`config.mk`:
```
export PLATFORM = sky130hd
export DESIGN_NAME = dds_sweep_ctrl
export DESIGN_NICKNAME = d
export VERILOG_FILES = /design/src/rtl/dds_sweep_ctrl.sv
export SDC_FILE = /design/constraint.sdc
export NUM_CORES = 1
export LEC_CHECK = 0
export CAP_MARGIN = 40
export CORE_MARGIN = 3
export CORE_UTILIZATION = 55
export CTS_BUF_LIST = sky130_fd_sc_hd__clkbuf_8 sky130_fd_sc_hd__clkbuf_16
export DETAILED_ROUTE_END_ITERATION = 8
export GPL_TIMING_DRIVEN = 0
export PLACE_DENSITY = 0.82
export SETUP_SLACK_MARGIN = 0.02
export SLEW_MARGIN = 20
export SYNTH_ARGS = -nofsm -noshare
export SYNTH_HDL_FRONTEND = slang
export SYNTH_SLANG_ARGS = --single-unit
```
`constraint.sdc`:
```
create_clock -name clk -period 6.8 [get_ports clk]
set_input_delay 1.36 -clock clk [delete_from_list [all_inputs] [get_ports clk]]
set_output_delay 1.36 -clock clk [all_outputs]
set_load 0.05 [all_outputs]
```
`src/rtl/dds_sweep_ctrl.sv`:
```
// Linear frequency sweep (chirp) sequencer driving the DDS core's f_word/pword/dds_en.
// Optional triangular up/down sweeps with a sweep_dir output when SWEEP_BIDIR_EN is defined.
module dds_sweep_ctrl #(
    parameter int FW_W    = 17,
    parameter int PW_W    = 12,
    parameter int DWELL_W = 16,
    parameter int DDS_LAT = 2
) (
    input  logic               clk,
    input  logic               rst,
    input  logic               start,
    input  logic               abort,
    input  logic [FW_W-1:0]    cfg_f_start,
    input  logic [FW_W-1:0]    cfg_f_stop,
    input  logic [FW_W-1:0]    cfg_f_step,
    input  logic [DWELL_W-1:0] cfg_dwell,
    input  logic [PW_W-1:0]    cfg_pword,
    input  logic [7:0]         cfg_nsweep,
    output logic [FW_W-1:0]    f_word,
    output logic [PW_W-1:0]    pword,
    output logic               dds_en,
    output logic               busy,
    output logic               done,
    output logic               cfg_err,
    output logic               sample_vld,
`ifdef SWEEP_BIDIR_EN
    output logic               sweep_dir,
`endif
    output logic [7:0]         sweep_cnt
);

    localparam logic [2:0] S_IDLE   = 3'd0;
    localparam logic [2:0] S_LOAD   = 3'd1;
    localparam logic [2:0] S_RUN    = 3'd2;
    localparam logic [2:0] S_WRAP   = 3'd3;
    localparam logic [2:0] S_FINISH = 3'd4;

    logic [2:0]         state;
    logic [DWELL_W-1:0] dwell_cnt;
    logic [FW_W-1:0]    sh_start;
    logic [FW_W-1:0]    sh_stop;
    logic [FW_W-1:0]    sh_step;
    logic [DWELL_W-1:0] sh_dwell;
    logic [PW_W-1:0]    sh_pword;
    logic [7:0]         sh_nsweep;
    logic               dir;

    logic [FW_W:0]      sum_up;
    logic [FW_W-1:0]    next_up;
    logic [8:0]         cnt_sum;
    logic [7:0]         cnt_sat;
    logic               last_sweep;
    logic               dwell_end;

    // Extra MSB catches carry-out, so an overflowing step clamps instead of wrapping low.
    assign sum_up     = {1'b0, f_word} + {1'b0, sh_step};
    assign next_up    = (sum_up > {1'b0, sh_stop}) ? sh_stop : sum_up[FW_W-1:0];
    assign cnt_sum    = {1'b0, sweep_cnt} + 9'd1;
    assign cnt_sat    = cnt_sum[8] ? 8'hFF : cnt_sum[7:0];
    assign last_sweep = (sh_nsweep != 8'd0) && (cnt_sum == {1'b0, sh_nsweep});
    assign dwell_end  = (dwell_cnt == sh_dwell);

`ifdef SWEEP_BIDIR_EN
    logic [FW_W:0] diff_dn;
    logic          down_done;

    // The down leg ends instead of landing on f_start; WRAP reloads f_start so it dwells once.
    assign diff_dn   = {1'b0, f_word} - {1'b0, sh_step};
    assign down_done = diff_dn[FW_W] || (diff_dn[FW_W-1:0] <= sh_start);
    assign sweep_dir = dir;
`endif

    // NOTE: all state here updates with non-blocking assignments so every register samples pre-edge values.
    always_ff @(posedge clk) begin
        if (rst) begin
            state     <= S_IDLE;
            dwell_cnt <= '0;
            sh_start  <= '0;
            sh_stop   <= '0;
            sh_step   <= '0;
            sh_dwell  <= '0;
            sh_pword  <= '0;
            sh_nsweep <= '0;
            dir       <= 1'b0;
            f_word    <= '0;
            pword     <= '0;
            dds_en    <= 1'b0;
            busy      <= 1'b0;
            done      <= 1'b0;
            cfg_err   <= 1'b0;
            sweep_cnt <= '0;
        end else begin
            done    <= 1'b0;
            cfg_err <= 1'b0;
            if (state == S_IDLE) begin
                if (start) begin
                    if (cfg_f_stop >= cfg_f_start) begin
                        sh_start  <= cfg_f_start;
                        sh_stop   <= cfg_f_stop;
                        sh_step   <= cfg_f_step;
                        sh_dwell  <= cfg_dwell;
                        sh_pword  <= cfg_pword;
                        sh_nsweep <= cfg_nsweep;
                        busy      <= 1'b1;
                        state     <= S_LOAD;
                    end else begin
                        cfg_err <= 1'b1;
                    end
                end
            end else if (abort) begin
                state  <= S_IDLE;
                dds_en <= 1'b0;
                f_word <= '0;
                busy   <= 1'b0;
                dir    <= 1'b0;
            end else begin
                case (state)
                    S_LOAD: begin
                        f_word    <= sh_start;
                        pword     <= sh_pword;
                        dwell_cnt <= '0;
                        dds_en    <= 1'b1;
                        sweep_cnt <= '0;
                        dir       <= 1'b0;
                        state     <= S_RUN;
                    end
                    S_RUN: begin
                        if (dwell_end) begin
                            dwell_cnt <= '0;
`ifdef SWEEP_BIDIR_EN
                            if (sh_step == '0) begin
                                state <= S_WRAP;
                            end else if (dir || (f_word == sh_stop)) begin
                                if (down_done) begin
                                    state <= S_WRAP;
                                end else begin
                                    f_word <= diff_dn[FW_W-1:0];
                                    dir    <= 1'b1;
                                end
                            end else begin
                                f_word <= next_up;
                            end
`else
                            if ((f_word == sh_stop) || (sh_step == '0)) begin
                                state <= S_WRAP;
                            end else begin
                                f_word <= next_up;
                            end
`endif
                        end else begin
                            dwell_cnt <= dwell_cnt + DWELL_W'(1);
                        end
                    end
                    S_WRAP: begin
                        sweep_cnt <= cnt_sat;
                        dir       <= 1'b0;
                        if (last_sweep) begin
                            done  <= 1'b1;
                            state <= S_FINISH;
                        end else begin
                            f_word    <= sh_start;
                            dwell_cnt <= '0;
                            state     <= S_RUN;
                        end
                    end
                    S_FINISH: begin
                        dds_en <= 1'b0;
                        f_word <= '0;
                        busy   <= 1'b0;
                        state  <= S_IDLE;
                    end
                    default: begin
                        dds_en <= 1'b0;
                        f_word <= '0;
                        busy   <= 1'b0;
                        state  <= S_IDLE;
                    end
                endcase
            end
        end
    end

    // Valid strobe tracks dds_en through the DDS ROM pipeline depth.
    logic [DDS_LAT-1:0] vld_sr;

    generate
        if (DDS_LAT > 1) begin : g_vld_multi
            always_ff @(posedge clk) begin
                if (rst) vld_sr <= '0;
                else     vld_sr <= {vld_sr[DDS_LAT-2:0], dds_en};
            end
        end else begin : g_vld_single
            always_ff @(posedge clk) begin
                if (rst) vld_sr <= '0;
                else     vld_sr <= dds_en;
            end
        end
    endgenerate

    assign sample_vld = vld_sr[DDS_LAT-1];

endmodule
```
* Word-level counts from Yosys, hierarchy flattened
Index checks and enable logic that the tools add are counted.
** Word-level totals
- Bits in registers :: 149
- Output and inout port bits :: 42
- Logic and storage cells :: 88
- Input port bits :: 91
** Cells by class
- Bitwise gates (word level) :: 4
- Equal/unequal tests :: 16
- Mux-type cells :: 28
- Reductions and logical operators :: 19
- Add/sub/neg operators :: 3
- $lt $le $gt $ge :: 2
** Operator list (count)
- $mux W17 :: 5
- $pmux W17 S3 :: 1
- $pmux W16 S3 :: 1
- $mux W16 :: 2
- $mux W3 :: 7
- $add A17 B17 Y18 :: 1
- $gt A18 B17 Y1 :: 1
- $eq A17 B17 Y1 :: 1
- $ge A17 B17 Y1 :: 1
- $logic_not A17 Y1 :: 1
- $add A16 B1 Y16 const B :: 1
- $eq A16 B16 Y1 :: 1
- $pmux W8 S2 :: 1
- $reduce_and A3 Y1 :: 4
- $reduce_and A4 Y1 :: 3
- $add A8 B1 Y9 const B :: 1
- $eq A9 B8 Y1 :: 1
- $ne A3 B3 Y1 const B :: 3
- $pmux W3 S3 :: 1
- $mux W1 :: 8
- $mux W8 :: 1
- $ne A4 B4 Y1 const B :: 2
- $reduce_bool A8 Y1 :: 1
- $eq A3 B2 Y1 const B :: 2
- other kinds (15) :: 21

* Depth between registers and ports, before layout
- Word-level depth :: 7
- Gate-level depth with buffers :: 19
- Mapped depth without buffers :: 18

* Worst setup path before layout
Ideal clock, no wire load.
- Path kind :: flip-flop to flip-flop
- Start :: register f_word[0]
- End :: register f_word[10]
- Stages on the path, launching flop included :: 19
- Clock period less this slack :: 4122 ps
- Data required time :: 6675 ps
- Arrival :: 3997 ps
- Library setup time :: 125 ps
- Slack :: 2678 ps
- Buffers on the path :: 0
- Cells stage by stage :: dfxtp_1 > ha_1 > inv_1 > fa_1 > nor2b_1 > o31a_1 > o21a_1 > a21o_1 > mux2_2 > nand3_1 > ha_1 > nand4_1 > nor3_1 > o31a_1 > o41ai_1 > a21oi_1 > nor2_2 > mux2i_1 > a31oi_1
** On the way
- Longest elaborated chain between the ends :: 7
- Elaborated cells between the ends (all ways) :: 11
- Those cells by class :: add/sub (1); order compare (1); eq/ne (2); mux (5); reduce/logical (2)
** Ends and longest elaborated chain
- from (decl) :: RTL line 19 : output logic [FW_W-1:0] f_word,
- from (signal assigned) :: RTL line 119 : f_word <= sh_start;
- from (signal assigned) :: RTL line 147 : f_word <= next_up;
- from (signal assigned) :: RTL line 161 : f_word <= sh_start;
- $add A17 B17 Y18 :: RTL line 56 : assign sum_up = {1'b0, f_word} + {1'b0, sh_step};
- $gt A18 B17 Y1 :: RTL line 57 : assign next_up = (sum_up > {1'b0, sh_stop}) ? sh_stop : sum_up[FW_W-1:0];
- $mux W17 :: RTL line 57
- $mux W17 :: RTL line 144 : if ((f_word == sh_stop) || (sh_step == '0)) begin
- $mux W17 :: RTL line 128 : if (dwell_end) begin
- $pmux W17 S3 :: RTL line 117 : case (state)
- $mux W17 :: RTL line 110 : end else if (abort) begin
Several ways; a longest one is shown, not always the timed one. The select of a mux whose other input is x is not followed.
A chain may end at the register's enable or synchronous reset.

* Worst setup path after layout
- Start :: register f_word[8]
- End :: register f_word[3]
Same word-level chain as after synthesis.

==> flow_metrics.tcl <==
set metrics [dict create \
    status "completed" \
    cp.depth 17 \
    drtAntennaViolNets 0 \
    finClkSkew_ps 10.5 \
    synth_top_area_cell "dfxtp_1" \
    num_vias 7559 \
    ys_seq_area_share_pct 36.4 \
    r2r_start "f_word[8]" \
    power_density_nw_per_um2 235 \
    final_area_um2 10300 \
    crit_end "f_word[3]" \
    grt_pass1_vias 7358 \
    p_leak_nw 4.60 \
    maxSlewHeadroom_pct 36.2 \
    grt_pass1_wl_mm 36.9 \
    drt_iter0_markers 573 \
    grt_max_degree 17 \
    io_buffers 130 \
    syn-num-nets 1115 \
    maxCapViolations 0 \
    die_height_um 128 \
    setup_viol 0 \
    cp-start-kind "flop" \
    rrSetupSlack_ps 2290 \
    synth_edf_count 0 \
    syn-mean-instance-area_um2 8.44 \
    switchingPower_w 0.000747 \
    fin_tns_setup_ps 0 \
    cts_made_buffers 17 \
    cts.sinks 149 \
    avgViaCountPerCell 5.76 \
    start_util_pct 57.6 \
    critPathLaunch "f_word[8]" \
    p_seq_share_pct 39.3 \
    dpl_cell_area_um2 9720 \
    dp_hpwl_mm 17.2 \
    cp_max_fo 10 \
    cts_tree "done" \
    ys_types 54 \
    nFillCells 1113 \
    arrival_ps 4810 \
    hold_viol_final 0 \
    fp.dieW_um 128 \
    instances_no_fill 1313 \
    min_period_ps 4510 \
    ir_worst_vdd_v 0.000196 \
    htree_num_levels 4 \
    netlist.area_leader.share_pct 36.4 \
    reg2reg_to "f_word[3]" \
    drt_wl_total_mm 23.1 \
    place_inst 1281 \
    p_int_w 0.00168 \
    synth_ff_type "dfxtp_1" \
    coreArea_um2 14200 \
    globalRouteOverflowTotal 0 \
    final_layout_size_suffix_gt1_share_pct 5.21 \
    clock_path_buffers 2 \
    track_usage_pct 28.4 \
    hold_buffers 0 \
    final_nets 1265 \
    rsz0062_at_grt "no" \
    endpoint_kind "flop" \
    netlist_area_um2 8190 \
    critPathRequiredTime_ps 7090 \
    post-route-period-util_pct 66.4 \
    crit_chain "ha_1 -> clkbuf_1 -> a21oi_1 -> o21ai_0 -> a21oi_1 -> o21ai_0 -> xor2_1 -> ha_1 -> nand4_1 -> nor3_1 -> o31a_1 -> o41ai_1 -> a21o_1 -> buf_2 -> nand2_1 -> a31oi_1 -> a31oi_1" \
    synth_seq_cells 149 \
    final_common_cell "dfxtp_1" \
    max_stage_delay_ps 500 \
    combPwrFrac_pct 20.3 \
    syn_to_final_growth_pct 26.3 \
    dieArea_um2 16400 \
    seqCellArea_um2 2980 \
    max_freq_ghz 0.222 \
    gp_congestion 0.947 \
    antenna_found_initial 0 \
    worstHoldPathType "flop to flop" \
    final_cell_mix "dfxtp_1 (149), clkdlybuf4s50_1 (130), nor2_1 (124), mux2i_1 (92), nand2_1 (71)" \
    cts-root-buf "clkbuf_16" \
    slew_violations 0 \
    ys_async_sr_fraction_pct 0 \
    insertion_delay_ps 430 \
    drc 0 \
    worst_slew_pin_slew_ps 950 \
    design.portCount 133 \
    antenna_cells 0 \
    path_buf_inv 2 \
    p_clk_share_pct 40.4 \
    postCtsSetupRepairBufs 0 \
    multi_input_area_um2 4790 \
    reg2reg_depth 17 \
    crit_type "flop to flop" \
    ctsResizeCount 0 \
    synth_warnings 0 \
    rows 43 \
    swShare_pct 30.8 \
    wl_per_cell_um 17.6 \
    first_pass_iters 6 \
    synth_cells 970 \
    cp_slowest_cell "o21ai_0" \
    clk_pin_slew_ps 70 \
    crit_family "compound AO/OA/AOI/OAI gates" \
    synthTopCellsByArea "dfxtp_1 (36%), mux2i_1 (11%), ha_1 (8.1%)" \
]
==> worst min path at each step <==
stage / from / to / slack, ps / cells past startpoint
finish: vld_sr[0] / vld_sr[1] / 450 / 1
global route: sh_pword[10] / pword[10] / 470 / 2
CTS: vld_sr[0] / vld_sr[1] / 450 / 1
detailed placement: vld_sr[0] / vld_sr[1] / 420 / 1
global placement: vld_sr[0] / vld_sr[1] / 420 / 1
floorplan: vld_sr[0] / vld_sr[1] / 410 / 1
==> logic make-up after synthesis <==
logic type | share of synthesized area (%)
mux | 11.4
simple gates | 18.7
xor+xnor | 6.74
fa+ha+maj | 8.35
buf+inv | 5.11
compound gates | 13.3
flops | 36.4
==> per-layer routing <==
layer,vias to the layer above,global-route usage [%],part of all wire [%],wire (µm)
met4,0,9.99,3.0,688
met3,51,6.08,7.4,1700
met1,3484,37.8,44,10200
li1,3715,-,-,-
met5,-,0,0,0
met2,309,45.8,45,10500
==> registers in the layout, summed over array words and instances, names as in the netlist <==
name,cells
sh_start,17
sh_nsweep,8
sh_pword,12
dwell_cnt,16
busy,1
done,1
state,3
pword,12
sh_dwell,16
cfg_err,1
f_word,17
vld_sr,2
sh_step,17
sh_stop,17
dds_en,1
sweep_cnt,8
==> worst register-to-register path, cell delays in order (launching register included) <==
cell	delay (ps)
dfxtp_1	380
ha_1	300
clkbuf_1	260
a21oi_1	110
o21ai_0	500
a21oi_1	210
o21ai_0	270
xor2_1	250
ha_1	310
nand4_1	120
nor3_1	80
o31a_1	110
o41ai_1	430
a21o_1	190
buf_2	250
nand2_1	220
a31oi_1	280
a31oi_1	110
==> layout make-up <==
type                       count  area share, %
multi-input combinational    719           46.4
timing repair buffer         131           12.6
inverter                      52           1.89
sequential                   149           28.9
clock inverter                15           1.82
clock buffer                  17           4.12
buffer                        50           2.15
tap                          180           2.18
==> power groups by stage <==
| stage | Sequential [W] | Combinational (W) | Clock [W] |
|---|---|---|---|
| 2_1_floorplan | 0.000988 | 0.000296 | 0 |
| 3_3_place_gp | 0.000970 | 0.000474 | 0 |
| 3_5_place_dp | 0.000971 | 0.000482 | 0 |
| 4_1_cts | 0.000952 | 0.000488 | 0.000983 |
| 5_1_grt | 0.000958 | 0.000543 | 0.00102 |
| 6_report | 0.000954 | 0.000492 | 0.000982 |
==> stage by stage <==
| stage | hold slack [ps] | total power (W) | utilization [%] | setup slack [ps] |
|---|---|---|---|---|
| floorplan | 414 | 0.00128 | - | 2680 |
| global placement | 423 | 0.00144 | 68.4 | 2140 |
| detailed placement | 424 | 0.00145 | 68.5 | 2130 |
| CTS | 454 | 0.00242 | 72.8 | 2350 |
| global route | 468 | 0.00252 | 72.8 | 1880 |
| finish | 450 | 0.00243 | 72.8 | 2290 |
==> Yosys cell counts (3+ instances only) <==
master,number
dfxtp_1,149
nor2_1,124
mux2i_1,92
nand2_1,71
a21oi_1,63
ha_1,53
inv_1,52
o21ai_0,38
clkbuf_1,33
xnor2_1,32
a31oi_1,31
xor2_1,31
nand3_1,28
nor3_1,23
nand4_1,17
nor4_1,15
and3_1,12
buf_2,12
a21o_1,10
nor2b_1,9
a211oi_1,8
o21a_1,7
or3_1,7
nand2b_1,6
o211ai_1,4
and4_1,3
buf_4,3
o22ai_1,3
(Power assumes the default switching activity.)
